File: src/rtl/votacao_lobinho.sv
// Day-phase ballot collector for PoliLobinho: seat-ordered voting, tally, result.
// Optional VOTO_NULO_EN: alvo=3'b111 counts as a valid abstention.
module votacao_lobinho #(
  parameter int N_JOGADORES = 5
) (
  input  logic                   clock,
  input  logic                   reset,
  input  logic                   iniciar,
  input  logic [N_JOGADORES-1:0] vivos,
  input  logic [2:0]             alvo,
  input  logic                   confirma,
  output logic [2:0]             eleitor_atual,
  output logic                   votando,
  output logic                   voto_invalido,
  output logic                   pronto,
  output logic [2:0]             eliminado,
  output logic                   empate,
  output logic [3:0]             db_estado
);

  typedef enum logic [3:0] {
    OCIOSO      = 4'd0,
    PREPARA     = 4'd1,
    ESPERA_VOTO = 4'd2,
    REGISTRA    = 4'd3,
    PROXIMO     = 4'd4,
    APURA       = 4'd5,
    RESULTADO   = 4'd6
  } estado_t;

  localparam logic [2:0] NJ     = 3'(N_JOGADORES);
  localparam logic [2:0] ULTIMO = 3'(N_JOGADORES - 1);

  estado_t r_estado, w_prox_estado;

  logic [N_JOGADORES-1:0] r_vivos;
  logic [2:0] r_cnt [N_JOGADORES];
  logic [2:0] r_eleitor;
  logic [2:0] r_alvo;
  logic       r_inv;
  logic [2:0] r_scan;
  logic [2:0] r_max;
  logic [2:0] r_arg;
  logic       r_tie;
  logic [2:0] r_eliminado;
  logic       r_empate;

  logic [2:0] w_prox;
  logic       w_alvo_vivo;
  logic       w_eleitor_vivo;
  logic       w_prox_vivo;
  logic [2:0] w_cnt_sel;
  logic       w_nulo;
  logic       w_valido;
  logic       w_maior;
  logic [2:0] w_max_n;
  logic [2:0] w_arg_n;
  logic       w_tie_n;
  logic       w_abre;

  assign w_prox = r_eleitor + 3'd1;

  always_comb begin
    w_alvo_vivo    = 1'b0;
    w_eleitor_vivo = 1'b0;
    w_prox_vivo    = 1'b0;
    w_cnt_sel      = 3'd0;
    for (int i = 0; i < N_JOGADORES; i++) begin
      if (alvo == 3'(i))      w_alvo_vivo    = r_vivos[i];
      if (r_eleitor == 3'(i)) w_eleitor_vivo = r_vivos[i];
      if (w_prox == 3'(i))    w_prox_vivo    = r_vivos[i];
      if (r_scan == 3'(i))    w_cnt_sel      = r_cnt[i];
    end
  end

`ifdef VOTO_NULO_EN
  assign w_nulo = (alvo == 3'b111);
`else
  assign w_nulo = 1'b0;
`endif

  assign w_valido = w_nulo ||
                    ((alvo < NJ) && w_alvo_vivo &&
                     (alvo != r_eleitor));

  // Only a strictly greater count moves the argmax, so the first seat wins.
  assign w_maior = (w_cnt_sel > r_max);
  assign w_max_n = w_maior ? w_cnt_sel : r_max;
  assign w_arg_n = w_maior ? r_scan : r_arg;
  assign w_tie_n = w_maior ? 1'b0 :
                   ((w_cnt_sel == r_max) && (r_max != 3'd0))
                   ? 1'b1 : r_tie;

  assign w_abre = iniciar &&
                  ((r_estado == OCIOSO) ||
                   (r_estado == RESULTADO));

  always_ff @(posedge clock) begin
    if (reset) r_estado <= OCIOSO;
    else       r_estado <= w_prox_estado;
  end

  always_comb begin
    w_prox_estado = r_estado;
    unique case (r_estado)
      OCIOSO, RESULTADO: begin
        if (iniciar) w_prox_estado = PREPARA;
      end
      PREPARA: begin
        if (r_vivos == '0)       w_prox_estado = APURA;
        else if (w_eleitor_vivo) w_prox_estado = ESPERA_VOTO;
        else                     w_prox_estado = PROXIMO;
      end
      ESPERA_VOTO: begin
        if (confirma && w_valido) w_prox_estado = REGISTRA;
      end
      REGISTRA: w_prox_estado = PROXIMO;
      PROXIMO: begin
        if (w_prox == NJ)     w_prox_estado = APURA;
        else if (w_prox_vivo) w_prox_estado = ESPERA_VOTO;
      end
      APURA: begin
        if (r_scan == ULTIMO) w_prox_estado = RESULTADO;
      end
      default: w_prox_estado = OCIOSO;
    endcase
  end

  always_ff @(posedge clock) begin
    if (reset) begin
      r_vivos     <= '0;
      r_eleitor   <= 3'd0;
      r_alvo      <= 3'd0;
      r_inv       <= 1'b0;
      r_scan      <= 3'd0;
      r_max       <= 3'd0;
      r_arg       <= 3'd0;
      r_tie       <= 1'b0;
      r_eliminado <= 3'b111;
      r_empate    <= 1'b0;
      for (int i = 0; i < N_JOGADORES; i++)
        r_cnt[i] <= 3'd0;
    end else begin
      r_inv <= 1'b0;
      if (w_abre) begin
        r_vivos     <= vivos;
        r_eleitor   <= 3'd0;
        r_scan      <= 3'd0;
        r_max       <= 3'd0;
        r_arg       <= 3'd0;
        r_tie       <= 1'b0;
        r_eliminado <= 3'b111;
        r_empate    <= 1'b0;
        for (int i = 0; i < N_JOGADORES; i++)
          r_cnt[i] <= 3'd0;
      end
      if (r_estado == ESPERA_VOTO && confirma) begin
        if (w_valido) r_alvo <= alvo;
        else          r_inv  <= 1'b1;
      end
      // An abstention (3'b111) matches no seat and leaves every counter alone.
      if (r_estado == REGISTRA) begin
        for (int i = 0; i < N_JOGADORES; i++)
          if (r_alvo == 3'(i)) r_cnt[i] <= r_cnt[i] + 3'd1;
      end
      if (r_estado == PROXIMO) r_eleitor <= w_prox;
      if (r_estado == APURA) begin
        r_scan <= r_scan + 3'd1;
        r_max  <= w_max_n;
        r_arg  <= w_arg_n;
        r_tie  <= w_tie_n;
        if (r_scan == ULTIMO) begin
          if (w_max_n == 3'd0 || w_tie_n) begin
            r_eliminado <= 3'b111;
            r_empate    <= 1'b1;
          end else begin
            r_eliminado <= w_arg_n;
            r_empate    <= 1'b0;
          end
        end
      end
    end
  end

  assign eleitor_atual = r_eleitor;
  assign votando       = (r_estado == ESPERA_VOTO);
  assign voto_invalido = r_inv;
  assign pronto        = (r_estado == RESULTADO);
  assign eliminado     = r_eliminado;
  assign empate        = r_empate;
  assign db_estado     = r_estado;

endmodule

File: config.mk
export PLATFORM = sky130hd
export DESIGN_NAME = votacao_lobinho
export DESIGN_NICKNAME = d
export VERILOG_FILES = /design/src/rtl/votacao_lobinho.sv
export SDC_FILE = /design/constraint.sdc
export NUM_CORES = 1
export LEC_CHECK = 0
export CAP_MARGIN = 20
export CORE_MARGIN = 2
export CORE_UTILIZATION = 57
export DETAILED_ROUTE_END_ITERATION = 8
export PLACE_DENSITY_LB_ADDON = 0.2
export SETUP_SLACK_MARGIN = 0.05
export SLEW_MARGIN = 20
export SYNTH_ARGS = -nofsm -noshare
export SYNTH_HDL_FRONTEND = slang
export SYNTH_SLANG_ARGS = --single-unit
File: constraint.sdc
create_clock -name clock -period 3.35 [get_ports clock]
set_input_delay 0.8375 -clock clock [delete_from_list [all_inputs] [get_ports clock]]
set_output_delay 0.8375 -clock clock [all_outputs]
set_load 0.01 [all_outputs]
* Word level (Yosys, flattened, before mapping)
Memory sizes are Yosys's and may differ from the RTL's. Cells that the tools add are included.
Operators by class: $lt $le $gt $ge 2, muxes and demuxes 83, $add $sub $neg 7, $mul 0, eq/ne operators 33, shift-type cells 0, reduce and logical (&&, ||, !) cells 23, bitwise operators 11, div/mod/pow operators 0
Operators by type and width (number):
- $mux 3 | 28
- $mux 1 | 49
- $eq 3x2->1 const B | 10
- $pmux 4 s6 | 1
- $add 3x1->3 const B | 7
- $mux 4 | 5
- $eq 3x3->1 const B | 6
- $logic_not 3->1 | 6
- $eq 3x1->1 const B | 5
- $eq 4x3->1 const B | 3
- $or 1x1->1 | 10
- $eq 4x2->1 const B | 2
- $logic_and 1x1->1 | 6
- $logic_not 5->1 | 1
- $eq 4x1->1 const B | 1
- $logic_not 4->1 | 1
- $ne 2x1->1 const B | 2
- $reduce_and 4->1 | 1
- $reduce_bool 2->1 | 2
- $reduce_or 2->1 | 2
- $eq 3x3->1 | 1
- $gt 3x3->1 | 1
- $lt 3x3->1 const B | 1
- $ne 3x3->1 | 1
- other kinds (6) | 7
Storage, ports and cells: memories kept 1, bits in registers 30, logic and storage cells 171, memory bits (writable) 15, bits of input ports 12, latch bits 0, memory bits (read-only) 0
Memory list:
- r_cnt | depth 5, bits a word 3, rd ports 5, clocked after memory_dff 0, wr ports 5, RTL line 37 | logic [2:0] r_cnt [N_JOGADORES];

* Depth between registers and ports, before layout
word-level depth 14, gate-level depth with buffers 14, gate-level depth less buffers 12

* Worst setup path before layout
No wires, ideal clock.
kind flip-flop to flip-flop, start point reg r_scan[0], end point reg r_eliminado[0], in the netlist eliminado[0], slack 491 ps, cell stages (with the launch flop) 14, period minus slack after synthesis 2859 ps, arrival time 2736 ps, path through dfxtp_1 inv_1 ha_1 and2b_1 a2111o_1 a21oi_2 ha_1 a21oi_1 nand2_2 and2_0 buf_2 a21o_1 a31oi_4 a21oi_1
Between the ends: word-level cells in the longest chain between the ends 14
RTL lines:
- start: declaration | RTL line 41 | logic [2:0] r_scan;
- start signal: assignment | RTL line 168 | r_scan <= r_scan + 3'd1;
- parallel branches: the longest is 12 deep, another holds $gt 3x3->1
- $mux 3 (*) | RTL line 172 | if (r_scan == ULTIMO) begin
- $mux 3 (*) | RTL line 167 | if (r_estado == APURA) begin
- end signal: assignment | RTL line 177 | r_eliminado <= w_arg_n;
- end: declaration | RTL line 45 | logic [2:0] r_eliminado;
Every way passes the cells marked *. A chain may end at the register's enable or synchronous reset.

* Worst setup path in the final report
start point reg r_scan[1], end point reg r_eliminado[2], in the netlist eliminado[2]
Same word-level chain as after synthesis.

==> flow_metrics.env <==
export IMPL_timing_hold_ws_ns=0.485
export IMPL_clock_fmax_ghz=0.326
export IMPL_ant_nets=0
export IMPL_ys_seq_elements=44
export IMPL_numCtsBuffers=5
export IMPL_vias_per_cell=5.84
export IMPL_grt_pass1_vias=2026
export IMPL_syn_inst=306
export IMPL_path_class="reg2reg"
export IMPL_synth_edf_count=15
export IMPL_final_setup_viol_count=0
export IMPL_coreArea_um2=4440
export IMPL_worstMarginPinSlew_ns=0.618
export IMPL_htreeDepth=2
export IMPL_setup_tns_ns=0
export IMPL_critPathSlowestCell="dfxtp_1"
export IMPL_grt_max_degree=26
export IMPL_drv_slew=0
export IMPL_areaGrowthSynthToFinish_pct=13.1
export IMPL_cp_max_fo=9
export IMPL_clk_pin_slew_worst_paths_ns=0.08
export IMPL_worstRegToRegCells=12
export IMPL_fin_crit_sh_pct=91.5
export IMPL_pwr_density_cell_nw_per_um2=610
export IMPL_r2r_start="r_scan[1]"
export IMPL_maxCapViolCount=0
export IMPL_netlist_top_cells_count="43 x nor2_1, 31 x nand2_1, 29 x dfxtp_1"
export IMPL_synth_most_common_cell="nor2_1"
export IMPL_rows=24
export IMPL_grt_overflow=0
export IMPL_place_hpwl_mm=4.19
export IMPL_die_x_um=72.7
export IMPL_syn_nets=338
export IMPL_n_fill_cell=379
export IMPL_io_buffers=24
export IMPL_clock_sinks=44
export IMPL_yosysWarningCount=0
export IMPL_worst_setup_path_start_kind="flip-flop"
export IMPL_required_ns=3.53
export IMPL_slew_headroom_pct=58.4
export IMPL_grt_antenna_before_repair=0
export IMPL_clk_latency_ns=0.29
export IMPL_crit_chain="inv_1 > ha_1 > nand3b_1 > a2111o_1 > a21oi_2 > ha_1 > a21oi_1 > nand2_2 > and2_2 > a21o_1 > a31oi_4 > a21oi_1"
export IMPL_hold_viol_final=0
export IMPL_worstReg2RegEnd="eliminado[2]"
export IMPL_synthDistinctLibCells=55
export IMPL_peakVddDrop_v=0.000301
export IMPL_cts_setup_buffers=0
export IMPL_finalCriticalPeriod_ns=3.06
export IMPL_grt_use_total_pct=22.5
export IMPL_antenna_cells=0
export IMPL_die_area_um2=5290
export IMPL_wirelength_mm=5.55
export IMPL_arrival_ns=3.25
export IMPL_ctsLongestPathBuffers=2
export IMPL_cpPeakStageDelay_ns=0.44
export IMPL_synthTopCellsByArea="dfxtp_1 22%, edfxtp_1 17%, ha_1 9.3%"
export IMPL_synthSimpleGateAreaFrac_pct=23.4
export IMPL_drtIter0Drc=137
export IMPL_endpoint_kind="flip-flop"
export IMPL_drc=0
export IMPL_synth_top_cell_by_area="dfxtp_1"
export IMPL_p_leak_uw=0.00115
export IMPL_ys_seq_area_share_pct=38.3
export IMPL_nets=358
export IMPL_synthAdderAreaFrac_pct=9.30
export IMPL_ys_flop_type="dfxtp_1"
export IMPL_rsz0062_at_grt="no"
export IMPL_crit_path_end="eliminado[2]"
export IMPL_ys_async_sr_fraction_pct=0
export IMPL_synth_cell_area_um2=2690
export IMPL_synth_top_area_share_pct=21.6
export IMPL_reg2reg_setup_slack_ns=0.29
export IMPL_synth_mux_area_share_pct=2.88
export IMPL_die_y_um=72.7
export IMPL_synth_compound_area_share_pct=17.7
export IMPL_layout_drive_gt1_share_pct=8.26
export IMPL_wire_per_inst_um=14.6
export IMPL_grt_pass1_wl_mm=9.43
export IMPL_synth_xor_area_share_pct=2.93
export IMPL_vias=2212
export IMPL_clockRootBuffer="clkbuf_8"
export IMPL_start_util_pct=60.6
export IMPL_fin_skew_ns=0.00867
export IMPL_hold_path_class="reg2reg"
export IMPL_status="finished clean"
export IMPL_critPathLaunch="r_scan[1]"
export IMPL_gp_congestion=0.830
export IMPL_synth_top_family_by_area="simple AND/OR/NAND/NOR gates"
export IMPL_pin_count=26
export IMPL_drtPass1Iterations=4
export IMPL_syn_avg_cell_area_um2=8.80
export IMPL_cts_tree="yes"
-- logic make-up after synthesis --
family / after synthesis
buffers and inverters: 29
XOR/XNOR: 9
AND/OR/NAND/NOR: 128
flip-flops: 44
multiplexers: 6
other: 1
adder cells (fa/ha/maj): 20
AO/OA/AOI/OAI: 69
-- what timing repair did --
item | CTS | global route
hold buffers | 0 | 0
endpoints found under the setup margin | 0 | 9
resized for setup | 0 | 3
endpoints found under the hold margin | 0 | 0
-- cell type report --
cell class                 instances  area (µm²)  share of cell area [%]
inverter                          15        56.3                    1.85
tap                               52        65.1                    2.14
clock buffer                       6        73.8                    2.42
multi-input combinational        233        1520                    49.9
timing repair buffer              27         263                    8.63
clock inverter                     2        35.0                    1.15
sequential                        44        1030                    33.9
-- worst max-delay path, delay by kind of cell, from the launching register on --
family | cells | cell delay [ns]
fa+ha+maj | 2 | 0.54
buf+inv | 1 | 0.09
simple gates | 3 | 0.61
compound gates | 6 | 1.28
flops | 1 | 0.44
-- power by group --
group	switching (µW)	internal, µW	total [µW]
combinational	401	296	698
clock	175	224	399
sequential	112	649	762
-- sequential cells by signal, summed over array words and instances, names as in the netlist, 3 cells and up --
signal	count
r_cnt	15
r_vivos	5
db_estado	3
eleitor_atual	3
eliminado	3
r_alvo	3
r_arg	3
r_max	3
r_scan	3
-- worst min path at each step --
stage,from,to,slack [ns],depth (start not counted)
2_1_floorplan,r_tie,r_tie,0.45,2
3_3_place_gp,r_tie,r_tie,0.47,2
3_5_place_dp,r_tie,r_tie,0.47,2
4_1_cts,r_tie,r_tie,0.48,2
5_1_grt,empate,empate,0.52,2
6_report,r_tie,r_tie,0.48,2
-- metrics by stage --
stage | worst slack, ns | power, µW | cells | instance area (µm²) | util, %
floorplan | 0.491 | 1280 | 306 | 2690 | -
global placement | 0.314 | 1450 | 371 | 2930 | 66.0
detailed placement | 0.153 | 1460 | 371 | 2930 | 66.0
CTS | 0.134 | 1870 | 379 | 3040 | 68.4
global route | 0.0603 | 1980 | 379 | 3040 | 68.5
finish | 0.286 | 1860 | 379 | 3040 | 68.5
-- metal layers --
metal  global-route usage [%]  vias to the layer above  share of wire [%]  routed length (µm)
li1                         -                     1120                  -                   -
met1                     29.4                     1020                 45                2510
met2                     37.8                       62                 48                2660
met3                     4.14                       10                5.2                 288
met4                     7.00                        0                1.6                  91
met5                        0                        -                  0                   0
-- cells in the final DEF, fill, tap and decap left out, drive strengths merged, types with 2 or more instances in the layout --
cell	n
nor2	44
nand2	32
a21oi	32
dfxtp	29
clkdlybuf4s50	24
ha	20
inv	15
edfxtp	15
nand3	14
and3	9
xnor2	9
o21ai	8
nor2b	7
clkbuf	6
a211oi	5
nand3b	5
mux2i	4
a31oi	4
nand2b	3
a22oi	3
nor4	3
a311oi	3
buf	3
nor3	3
o21a	2
a21o	2
o22ai	2
and2	2
a221oi	2
Note: power is estimated with default switching activity, not from simulation.
